--- config.mk ---
export PLATFORM = sky130hd
export DESIGN_NAME = seven_seg_mux_n
export DESIGN_NICKNAME = d
export VERILOG_FILES = /design/src/rtl/seven_seg_pkg.sv /design/src/rtl/seven_seg_hex_decode.sv /design/src/rtl/seven_seg_mux_n.sv
export SDC_FILE = /design/constraint.sdc
export NUM_CORES = 1
export LEC_CHECK = 0
export ABC_AREA = 1
export BUFFER_PORTS_ARGS = -buffer_cell sky130_fd_sc_hd__buf_2
export CAP_MARGIN = 30
export CELL_PAD_IN_SITES_DETAIL_PLACEMENT = 0
export CELL_PAD_IN_SITES_GLOBAL_PLACEMENT = 2
export CORE_UTILIZATION = 39
export DETAILED_ROUTE_END_ITERATION = 8
export HOLD_SLACK_MARGIN = 0.02
export PLACE_DENSITY = 0.79
export SYNTH_ARGS = -nofsm -noshare
export SYNTH_HDL_FRONTEND = slang
export SYNTH_HIERARCHICAL = 1
export SYNTH_SLANG_ARGS = --single-unit
export TNS_END_PERCENT = 10
--- constraint.sdc ---
create_clock -name clk -period 3.1 [get_ports clk]
set_input_delay 0.62 -clock clk [delete_from_list [all_inputs] [get_ports clk]]
set_output_delay 0.62 -clock clk [all_outputs]
set_load 0.03 [all_outputs]
--- src/rtl/seven_seg_pkg.sv ---
// seven_seg_pkg: glyph table, polarity constants and sizing helper shared by the seven-segment display driver.
package seven_seg_pkg;

    localparam logic [7:0] SEG_OFF = 8'hFF;
    localparam int         DP_BIT  = 7;

    // Active-low glyphs, bit 7 = dp, bits 6..0 = g..a; A-F use the b/d lowercase forms
    localparam logic [7:0] HEX_GLYPH [16] = '{
        8'hC0, 8'hF9, 8'hA4, 8'hB0, 8'h99, 8'h92, 8'h82, 8'hF8,
        8'h80, 8'h90, 8'h88, 8'h83, 8'hC6, 8'hA1, 8'h86, 8'h8E
    };

    function automatic int clog2(input int v);
        int r;
        r = 0;
        for (int i = 0; i < 31; i++)
            if ((1 << i) < v) r = i + 1;
        return r;
    endfunction

endpackage

--- src/rtl/seven_seg_hex_decode.sv ---
// seven_seg_hex_decode: combinational nibble + decimal point to segment pattern in the requested polarity.
module seven_seg_hex_decode
    import seven_seg_pkg::*;
#(
    parameter bit ACTIVE_LOW = 1'b1
)(
    input  logic [3:0] i_nibble,
    input  logic       i_dp,
    output logic [7:0] o_seg
);

    logic [7:0] w_seg_al;

    always_comb begin
        w_seg_al         = HEX_GLYPH[i_nibble];
        w_seg_al[DP_BIT] = ~i_dp;
    end

    assign o_seg = ACTIVE_LOW ? w_seg_al : ~w_seg_al;

endmodule

--- src/rtl/seven_seg_mux_n.sv ---
// seven_seg_mux_n: double-buffered multiplexed seven-segment driver with PWM brightness,
// anti-ghost gap and leading-zero suppression; outputs are registered.
module seven_seg_mux_n
    import seven_seg_pkg::*;
#(
    parameter int NUM_DIGITS = 4,
    parameter int PRESCALE   = 16,
    parameter int PWM_BITS   = 3,
    parameter bit ACTIVE_LOW = 1'b1
)(
    input  logic                    clk,
    input  logic                    rstn,
    input  logic [4*NUM_DIGITS-1:0] digit_data,
    input  logic [NUM_DIGITS-1:0]   dp,
    input  logic [NUM_DIGITS-1:0]   blank_mask,
    input  logic                    lz_suppress,
    input  logic                    load_valid,
    output logic                    load_ready,
    input  logic [PWM_BITS-1:0]     brightness,
    output logic [7:0]              seg,
    output logic [NUM_DIGITS-1:0]   anode
);

    localparam int P  = clog2(PRESCALE);
    localparam int DW = (NUM_DIGITS > 1) ? clog2(NUM_DIGITS) : 1;
    localparam logic [P-1:0]          PC_LAST  = P'(PRESCALE - 1);
    localparam logic [DW-1:0]         DI_LAST  = DW'(NUM_DIGITS - 1);
    localparam logic [7:0]            SEG_IDLE = ACTIVE_LOW ? SEG_OFF : ~SEG_OFF;
    localparam logic [NUM_DIGITS-1:0] AN_IDLE  = ACTIVE_LOW ? {NUM_DIGITS{1'b1}} : {NUM_DIGITS{1'b0}};

    logic [P-1:0]            r_pc;
    logic [DW-1:0]           r_di;
    logic                    r_pend_full;
    logic [4*NUM_DIGITS-1:0] r_pend_data, r_disp_data;
    logic [NUM_DIGITS-1:0]   r_pend_dp, r_disp_dp;
    logic [NUM_DIGITS-1:0]   r_pend_blank, r_disp_blank;
    logic                    r_pend_lz, r_disp_lz;
    logic [7:0]              r_seg;
    logic [NUM_DIGITS-1:0]   r_anode;

    logic                    w_frame_end, w_accept, w_on;
    logic [NUM_DIGITS:1]     w_tail_zero;
    logic [NUM_DIGITS-1:0]   w_blank, w_anode_al;
    logic [7:0]              w_seg_dec;

    assign w_frame_end = (r_pc == PC_LAST) && (r_di == DI_LAST);
    assign w_accept    = load_valid && !r_pend_full;
    assign load_ready  = !r_pend_full;

    // w_tail_zero[i]: digit i and every digit above it show a bare zero
    always_comb begin
        w_tail_zero             = '0;
        w_tail_zero[NUM_DIGITS] = 1'b1;
        w_blank                 = r_disp_blank;
        for (int i = NUM_DIGITS - 1; i >= 1; i--) begin
            w_tail_zero[i] = (r_disp_data[4*i +: 4] == 4'd0) && !r_disp_dp[i] && w_tail_zero[i+1];
            w_blank[i]     = r_disp_blank[i] || (r_disp_lz && w_tail_zero[i]);
        end
    end

    seven_seg_hex_decode #(.ACTIVE_LOW(ACTIVE_LOW)) u_dec (
        .i_nibble (r_disp_data[{r_di, 2'b00} +: 4]),
        .i_dp     (r_disp_dp[r_di]),
        .o_seg    (w_seg_dec)
    );

    assign w_on       = (r_pc != '0) && (r_pc[P-1 -: PWM_BITS] <= brightness) && !w_blank[r_di];
    assign w_anode_al = w_on ? ~(NUM_DIGITS'(1) << r_di) : {NUM_DIGITS{1'b1}};

    always_ff @(posedge clk or negedge rstn) begin
        if (!rstn) begin
            r_pc <= '0;
            r_di <= '0;
        end else begin
            r_pc <= r_pc + P'(1);
            if (r_pc == PC_LAST) r_di <= (r_di == DI_LAST) ? '0 : r_di + DW'(1);
        end
    end

    // Commit only at frame end so a frame never mixes old and new digits
    always_ff @(posedge clk or negedge rstn) begin
        if (!rstn) begin
            r_pend_full  <= 1'b0;
            r_pend_data  <= '0;
            r_pend_dp    <= '0;
            r_pend_blank <= '0;
            r_pend_lz    <= 1'b0;
            r_disp_data  <= '0;
            r_disp_dp    <= '0;
            r_disp_blank <= '1;
            r_disp_lz    <= 1'b0;
        end else begin
            r_pend_full <= w_accept ? 1'b1 : (w_frame_end ? 1'b0 : r_pend_full);
            if (w_accept) begin
                r_pend_data  <= digit_data;
                r_pend_dp    <= dp;
                r_pend_blank <= blank_mask;
                r_pend_lz    <= lz_suppress;
            end
            if (w_frame_end && r_pend_full) begin
                r_disp_data  <= r_pend_data;
                r_disp_dp    <= r_pend_dp;
                r_disp_blank <= r_pend_blank;
                r_disp_lz    <= r_pend_lz;
            end
        end
    end

    always_ff @(posedge clk or negedge rstn) begin
        if (!rstn) begin
            r_seg   <= SEG_IDLE;
            r_anode <= AN_IDLE;
        end else begin
            r_seg   <= w_blank[r_di] ? SEG_IDLE : w_seg_dec;
            r_anode <= ACTIVE_LOW ? w_anode_al : ~w_anode_al;
        end
    end

    assign seg   = r_seg;
    assign anode = r_anode;

endmodule

* Word-level counts from Yosys, hierarchy flattened
Memories as Yosys holds them, arrays and structs flattened. Index checks and enable logic that the tools add are counted.
Word-level totals: memories 1, ROM bits 128, output and inout bits 13, logic and storage cells 63, bits in registers 69, input bits 31
Memories:
- (name not given) | depth 16, bits a word 8, read ports 1, clocked after memory_dff 0, write ports 0, line seven_seg_hex_decode.sv:15 | w_seg_al = HEX_GLYPH[i_nibble];
Operators by class: $add $sub $neg 2, shift-type cells 2, order comparisons 3, reduce and logical (&&, ||, !) cells 26, equal/unequal tests 2, mux-type cells 11, bitwise gates (word level) 3
Operators by type and width (count):
- 16-bit by 5-bit indexed part select with 4-bit output | 1
- 7-bit two-way mux | 2
- 1-bit logical AND | 13
- 4-bit logical NOT | 3
- 8-bit two-way mux | 1
- 5-bit greater-or-equal comparator, second input constant | 1
- 1-bit logical NOT | 5
- 4-bit inverter with 5-bit output | 1
- 4-bit by 1-bit adder with 4-bit output, second input constant | 1
- 1-bit binary-select mux with 2-bit select | 2
- 4-bit equality test, second input constant | 1
- 1-bit two-way mux | 4
- 4-bit two-way mux | 1
- 4-bit inverter | 1
- 4-bit nonzero test | 1
- 1-bit by 2-bit left shift with 4-bit output, first input constant | 1
- 3-bit <= comparator | 1
- 1-bit logical OR | 3
- 2-bit by 3-bit < comparator with 1-bit output, second input constant | 1
- 2-bit by 1-bit adder with 2-bit output, second input constant | 1
- 2-bit equality test, second input constant | 1
- 2-bit two-way mux | 1
- 2-bit nonzero test | 1
- 1-bit inverter | 1

* Longest topological paths before layout
Gate-level depths: netlist (run 1).
depth after elaboration 11, depth in mapped cells 12, gate-level depth less buffers 11

* Cells and area by module
The synthesis (run 1) kept the hierarchy.
By module, submodules not included:
- seven_seg_mux_n | cells an instance 246, area each 2932.8 µm², seq. area each 1746.7 µm², times used 1
- seven_seg_hex_decode | cells an instance 50, area each 277.8 µm², seq. area each 0.0 µm², times used 1

* Worst setup path before layout (run 1)
OpenSTA, ideal clock, no wires.
kind reg2reg, start point register r_di[0], end point register r_seg[3] (netlist: seg[3]), setup slack 0.986 ns, data arrival time 2.024 ns, clock period less this slack 2.114 ns, buffers on the path 2, cell stages (with the launch flop) 12, required time 3.010 ns, setup time 0.090 ns, cells stage by stage dfrtp_1 > inv_1 > buf_2 > buf_2 > a21oi_1 > a21oi_1 > inv_1 > ha_1 > nand2_1 > nand3_1 > nand2_1 > nand3b_1
On the way: word-level cells in the longest chain between the ends 6, elaborated cells between the ends (all ways) 8, those cells by class 1 x shift; 5 x mux; 1 x bitwise; 1 x memory
RTL lines:
- from (decl) | line seven_seg_mux_n.sv:32 | logic [DW-1:0] r_di;
- from (signal assigned) | line seven_seg_mux_n.sv:76 | if (r_pc == PC_LAST) r_di <= (r_di == DI_LAST) ? '0 : r_di + DW'(1);
- 16-bit by 5-bit indexed part select with 4-bit output | line seven_seg_mux_n.sv:62 | .i_nibble (r_disp_data[{r_di, 2'b00} +: 4]),
- 4-bit inverter with 5-bit output (not written as such) | line seven_seg_hex_decode.sv:15
- memory 16 x 8 bit
- 7-bit two-way mux (not written as such) (2 in series) | line seven_seg_hex_decode.sv:15
- via w_seg_dec[3] | line seven_seg_mux_n.sv:44 | logic [7:0] w_seg_dec;
- 8-bit two-way mux | line seven_seg_mux_n.sv:114 | r_seg <= w_blank[r_di] ? SEG_IDLE : w_seg_dec;
- to (signal assigned) | line seven_seg_mux_n.sv:114
- to (decl) | line seven_seg_mux_n.sv:38 | logic [7:0] r_seg;
The timed path passes the listed nets, and every way through them passes these cells. The select of a mux whose other input is x is not followed. A chain may end at the register's enable or synchronous reset.

* Worst setup path after layout (run 1)
Same ends and word-level chain as after synthesis.

==> results of run 1 <==
## cell families after synthesis
family          Yosys count  synth area share
simple gates             89             0.129
flops                    69             0.544
compound gates           41            0.0651
mux                      40             0.140
buf+inv                  39            0.0534
fa+ha+maj                16            0.0624
xor+xnor                  2           0.00546
## state kept, by name, summed over array words and instances, names as in the netlist
| name | flops |
|---|---|
| r_disp_blank | 4 |
| seg | 8 |
| r_di | 2 |
| r_pc | 4 |
| r_pend_data | 16 |
| r_disp_dp | 4 |
| r_pend_blank | 4 |
| r_pend_dp | 4 |
| r_pend_full | 1 |
| r_disp_lz | 1 |
| r_disp_data | 16 |
| anode | 4 |
| r_pend_lz | 1 |
## area by class of cell
class | count | area share
Clock inverter | 5 | 0.0158
Tap cell | 102 | 0.0342
Inverter | 27 | 0.0272
Multi-Input combinational cell | 188 | 0.347
Timing Repair Buffer | 49 | 0.0698
Sequential cell | 69 | 0.468
Clock buffer | 11 | 0.0379
## cell usage after synthesis (all sizes together)
| master | n | area, µm² |
|---|---|---|
| dfrtp | 53 | 1330 |
| nand2 | 46 | 173 |
| mux2 | 40 | 450 |
| inv | 27 | 101 |
| a21oi | 22 | 110 |
| o21ai | 19 | 98.8 |
| dfstp | 16 | 420 |
| ha | 16 | 200 |
| nand3 | 16 | 85.1 |
| nor2 | 13 | 48.8 |
| buf | 9 | 57.6 |
| nand3b | 8 | 60.1 |
| nand4 | 4 | 25.0 |
| clkbuf | 3 | 12.5 |
| nor3 | 1 | 16.3 |
| nor3b | 1 | 7.51 |
| xnor2 | 1 | 8.76 |
| xor2 | 1 | 8.76 |
## per-stage QoR
step,hold slack [ns],cell area (µm²)
after floorplan,0.324,3210
after global placement,0.456,3530
after detailed placement,0.471,3530
after CTS,0.273,3730
after global routing,0.297,3730
final,0.271,3730
## worst reg2reg max path, delay by kind of cell (launching register included)
family | cells | cell delay, ns
compound gates | 3 | 0.73
buf+inv | 2 | 0.54
flops | 1 | 0.50
fa+ha+maj | 1 | 0.35
simple gates | 4 | 0.31
## how the worst min path moves through the flow
stage / startpoint / endpoint / slack (ns) / cells past startpoint
2_1_floorplan: rstn / r_di[0]$_DFFE_PN0N_ / 0.32 / 0
3_3_place_gp: r_pc[0]$_DFF_PN0_ / r_pc[0]$_DFF_PN0_ / 0.46 / 1
3_5_place_dp: r_pend_data[6]$_DFFE_PN0P_ / r_disp_data[6]$_DFFE_PN0P_ / 0.47 / 2
4_1_cts: rstn / r_pend_full$_DFFE_PN0P_ / 0.27 / 1
5_1_grt: rstn / r_pend_full$_DFFE_PN0P_ / 0.30 / 1
6_report: rstn / r_pend_full$_DFFE_PN0P_ / 0.27 / 1
## power groups by stage
stage,registers [mW],logic (mW),clock network [mW]
finish,0.942,0.0658,0.731
floorplan,0.954,0.0281,0
CTS,0.943,0.0685,0.750
detailed placement,0.960,0.0686,0
global placement,0.959,0.0666,0
global route,0.946,0.0757,0.791
## per-layer routing
layer	vias to the layer above	part of all wire	global-route usage
met1	985	0.48	0.188
met5	-	0	0
met4	0	0.021	0.0808
met2	38	0.46	0.230
met3	10	0.038	0.0353
li1	1083	-	-
==> reports/qor.csv, run 1 <==
stage;metric;value;unit
power;Net Sw Frac;0.218;
sta;setup TNS;0;ns
critical_path;Crit path arrival time;2.76;ns
drt;ANT nets after route;0;
clock_tree;post_cts resized;0;
critical_path;worst path bufs/invs;2;
floorplanning;Core Box Area;7850;µm²
sta;count of final setup violators;0;
synth;Avg Cell Area, Syn;10.8;µm²
critical_path;FF-to-FF setup slack;0.60;ns
sta;Worst Skew;0.0101;ns
critical_path;slowest stage delay, CP;0.50;ns
sta;post-route minimum period;2.50;ns
grt;wire length of the first global-routing pass;9.64;mm
critical_path;RR Startpoint;r_di[0]$_DFFE_PN0N_;
floorplanning;IO Count;44;
critical_path;R2R cell count;10;
synth;cell count after synthesis;296;
placement;# port buffers;43;
drt;DRT Pass-1 Iters;4;
critical_path;number of cells on the critical path;10;
finish;ANT cells;0;
floorplanning;die width;92.7;µm
drt;Routed WL;5.55;mm
power;Pwr Density;466;nW/µm²
critical_path;R2R Path End;seg[3]$_DFF_PN1_;
synth;Synth Cell Area;3210;µm²
power;NetSw;0.378;mW
sta;highest clock rate;0.399;GHz
power;leakage power;1.87;nW
synth;Synth Register Bits;69;
clock_tree;H-tree levels;3;
outcome;status;complete, no violations;
sta;Slew @ Worst Pin;0.584;ns
grt;initial antenna violation count;0;
placement;Inst Count DP;435;
clock_tree;Clk pin slew, worst setup/hold paths;0.08;ns
synth;Synth Net Count;343;
power;Max VDD drop;0.267;mV
clock_tree;Clock Tree Buf Depth;2;
critical_path;worst path cell trace;inv_1 > o21ai_0 > a21oi_1 > a21oi_1 > inv_1 > ha_1 > nand2_1 > nand3_1 > nand2_1 > nand3b_1;
clock_tree;Post-CTS Setup Inserts;0;
synth;YS warnings;6;
finish;area delta synth->final;16.1;%
placement;dpl ws;0.591;ns
sta;RSZ-0062 raised after global routing;no;
grt;GRT Util Overall;0.147;
critical_path;crit end category;flip-flop;
drt;routed wire length per instance;12.3;µm
critical_path;Setup crit start kind;flip-flop;
finish;most common library cell in the layout ignoring fill and taps;dfrtp_1;
critical_path;critical path required time;3.36;ns
finish;layout cells sized above 1;0.355;
grt;pin count of the biggest net entering global routing;37;
drt;DR iter-0 viols;37;
power;clock power share;0.420;
finish;fin util;0.475;
sta;Slew headroom;0.611;
drt;Vias;2116;
power;Seq pwr share;0.542;
synth;Seq/Total Area, Yosys;0.544;
synth;Synth cell types;24;
power;Gate power share;0.038;
critical_path;crit path kind;reg -> reg;
drt;residual DRC count;0;
critical_path;CP max FO;22;
run;count of maximum capacitance violations;0;
floorplanning;Initial Util;0.409;
placement;HPWL after detailed placement;4.12;mm
critical_path;CP startpoint;r_di[0]$_DFFE_PN0N_;
power;Cell Int Power;1.36;mW
clock_tree;CTS Root Cell;clkbuf_8;
sta;final hold violation count;0;
power;Tot Pwr;1.74;mW
sta;Slew Limit Fails;0;
grt;vias in the first global route;2037;
clock_tree;CTS tree;done;
clock_tree;Hold Buf Count CTS;0;
critical_path;Worst Setup EP;seg[3]$_DFF_PN1_;
floorplanning;die area;8600;µm²
finish;Seq. cell area;1750;µm²
placement;RD Place Congestion;0.776;
clock_tree;Sink Count;69;
grt;gr ovfl total;0;
finish;filler cell count;792;
drt;routed vias/inst;4.69;
min_path;worst hold-check path type;in -> async;
floorplanning;num rows;32;
critical_path;slowest CP cell;dfrtp_1;
finish;nets;391;
clock_tree;Num CTS Buffers;9;
clock_tree;clk_lat worst skew;0.34;ns
finish;Multi-input gate area;1290;µm²
finish;Final Non-Filler Cells;451;
sta;Worst Slack Setup Final;0.596;ns
critical_path;Largest delay share family, worst path;compound AO/OA/AOI/OAI gates;
sta;post-route clock period utilization;0.808;
floorplanning;Die Ht;92.7;µm
finish;most frequent cells in the layout;dfrtp_1 (53), nand2_1 (46), buf_2 (43), mux2_2 (40), inv_1 (26);
Note: power is estimated with default switching activity, not from simulation.
==> run 2: changes to the inputs <==
CORE_UTILIZATION = 33   (was 39)
PLACE_DENSITY = 0.71   (was 0.79)
clock period = 2.2 ns   (was 3.1 ns; I/O delays follow)
==> run 2 against run 1 <==
Compared with the run above: fmax increased by 30%; total power grew 34%; combinational power grew 49%; critical path type unchanged; sequential share of layout area fell by 0.94 points.
==> reports/qor.csv, run 2 (synthesized netlist as in run 1, its figures left out) <==
stage;metric;value;unit;change
grt;initial antenna violation count;0;;unchanged
clock_tree;CTS tree;done;;
outcome;status;complete, no violations;;
clock_tree;Num CTS Buffers;9;;unchanged
sta;Slew headroom;0.700;;+0.0895
sta;Worst Slack Setup Final;0.279;ns;-0.317 ns
placement;RD Place Congestion;0.849;;+9.4%
sta;final hold violation count;0;;unchanged
critical_path;R2R cell count;11;;+1
drt;ANT nets after route;0;;unchanged
grt;GRT Util Overall;0.134;;-0.0134
placement;dpl ws;0.300;ns;-0.291 ns
drt;Routed WL;6.01;mm;+8.4%
critical_path;RR Startpoint;r_di[0]$_DFFE_PN0N_;;
drt;routed wire length per instance;12.4;µm;+0.98%
critical_path;Setup crit start kind;flip-flop;;
finish;area delta synth->final;18.5;%;
clock_tree;Sink Count;69;;unchanged
sta;Slew Limit Fails;0;;unchanged
floorplanning;num rows;35;;+9.4%
min_path;worst hold endpoint;r_pend_data[10]$_DFFE_PN0P_;;
floorplanning;Core Box Area;9330;µm²;+19%
clock_tree;H-tree levels;3;;unchanged
sta;post-route minimum period;1.92;ns;-0.583 ns
floorplanning;IO Count;44;;unchanged
drt;residual DRC count;0;;unchanged
grt;gr ovfl total;0;;unchanged
placement;Inst Count DP;467;;+7.4%
finish;layout cells sized above 1;0.361;;+0.00526
placement;HPWL after detailed placement;4.39;mm;+6.5%
sta;Worst Skew;0.00867;ns;-0.00148 ns
drt;routed vias/inst;4.49;;-4.2%
sta;setup TNS;0;ns;unchanged
critical_path;CP max FO;16;;-27%
finish;most common library cell in the layout ignoring fill and taps;dfrtp_1;;
clock_tree;CTS Root Cell;clkbuf_8;;
grt;vias in the first global route;2160;;+6.0%
drt;DR iter-0 viols;78;;+110%
power;Max VDD drop;0.286;mV;+7.3%
floorplanning;Die Ht;101;µm;+8.5%
critical_path;crit path kind;reg -> reg;;
min_path;Hold Startpoint;digit_data[10];;
power;Pwr Density;614;nW/µm²;+32%
clock_tree;Clk pin slew, worst setup/hold paths;0.08;ns;about the same
finish;Final Non-Filler Cells;484;;+7.3%
floorplanning;die area;10100;µm²;+18%
grt;pin count of the biggest net entering global routing;40;;+8.1%
finish;filler cell count;924;;+17%
clock_tree;clk_lat worst skew;0.35;ns;about the same
sta;Slew @ Worst Pin;0.450;ns;-0.134 ns
drt;Vias;2175;;+2.8%
critical_path;R2R Path End;seg[5]$_DFF_PN1_;;
sta;RSZ-0062 raised after global routing;no;;
critical_path;crit end category;flip-flop;;
drt;DRT Pass-1 Iters;4;;unchanged
finish;fin util;0.408;;-0.0672
placement;# port buffers;43;;unchanged
clock_tree;post_cts resized;0;;unchanged
power;leakage power;1.89;nW;+1.3%
critical_path;FF-to-FF setup slack;0.28;ns;-0.32 ns
finish;ANT cells;0;;unchanged
run;count of maximum capacitance violations;0;;unchanged
critical_path;critical path required time;2.46;ns;-0.90 ns
min_path;Hold Path Depth;2;;
grt;wire length of the first global-routing pass;10.3;mm;+6.7%
floorplanning;Initial Util;0.344;;-0.0649
min_path;worst hold-check path type;in -> reg;;
clock_tree;Clock Tree Buf Depth;2;;unchanged
finish;most frequent cells in the layout;dfrtp_1 (53), nand2_1 (46), buf_2 (43), mux2_2 (40), inv_1 (26);;
sta;highest clock rate;0.521;GHz;+30%
critical_path;Crit path arrival time;2.18;ns;-0.58 ns
floorplanning;die width;101;µm;+8.5%
sta;count of final setup violators;0;;unchanged
sta;post-route clock period utilization;0.873;;+0.0655
finish;nets;397;;+1.5%
## run 2: how the worst max path moves through the flow
| stage | from | to | slack, ns | cells past startpoint |
|---|---|---|---|---|
| after detailed placement | r_di[0]$_DFFE_PN0N_ | seg[5]$_DFF_PN1_ | 0.30 | 11 |
| after global routing | r_di[0]$_DFFE_PN0N_ | seg[5]$_DFF_PN1_ | 0.008 | 11 |
| after floorplan | r_di[0]$_DFFE_PN0N_ | seg[3]$_DFF_PN1_ | 0.09 | 11 |
| final | r_di[0]$_DFFE_PN0N_ | seg[5]$_DFF_PN1_ | 0.28 | 11 |
| after global placement | r_di[0]$_DFFE_PN0N_ | seg[5]$_DFF_PN1_ | 0.33 | 11 |
| after CTS | r_di[0]$_DFFE_PN0N_ | seg[5]$_DFF_PN1_ | 0.29 | 11 |
## run 2: layer usage
layer	vias up	global-route usage	share of wire
met5	-	0	0
met4	0	0.0792	0.022
met3	10	0.0305	0.033
met2	47	0.204	0.45
met1	1026	0.174	0.49
li1	1092	-	-
## run 2: where the power goes
group	switching [mW]	total, mW	leakage [nW]	internal, mW
clock network	0.473	0.910	0.0824	0.437
logic	0.0430	0.0981	0.947	0.0551
registers	0.0197	1.33	0.864	1.31
total	0.536	2.34	1.89	1.80
## run 2: worst max-delay path: stages (launching register included)
cell	delay, ns
dfrtp_1	0.38
inv_1	0.29
o21ai_0	0.15
a21oi_1	0.14
a21oi_1	0.07
buf_4	0.15
ha_1	0.20
nand2_1	0.13
o21ai_1	0.08
nand2_1	0.06
nand2_1	0.04
nand3b_1	0.15
## run 2: repair_timing
action,CTS,global route
buffers inserted,0,0
endpoints found under the hold margin,13,0
hold buffers,1,0
## run 2: metrics by stage
step,hold WS [ns],power [mW],cell area (µm²)
2_1_floorplan,0.144,1.38,3210
3_3_place_gp,0.393,1.45,3620
3_5_place_dp,0.385,1.45,3620
4_1_cts,0.297,2.38,3800
5_1_grt,0.305,2.44,3800
6_report,0.315,2.34,3800
## run 2: area by class of cell
cell class,instances,area [µm²],area share
sequential,69,1750,0.459
multi-input combinational,188,1290,0.340
timing repair buffer,55,333,0.0875
tap,129,161,0.0424
clock buffer,12,145,0.0381
inverter,27,101,0.0266
clock inverter,4,25.0,0.00658
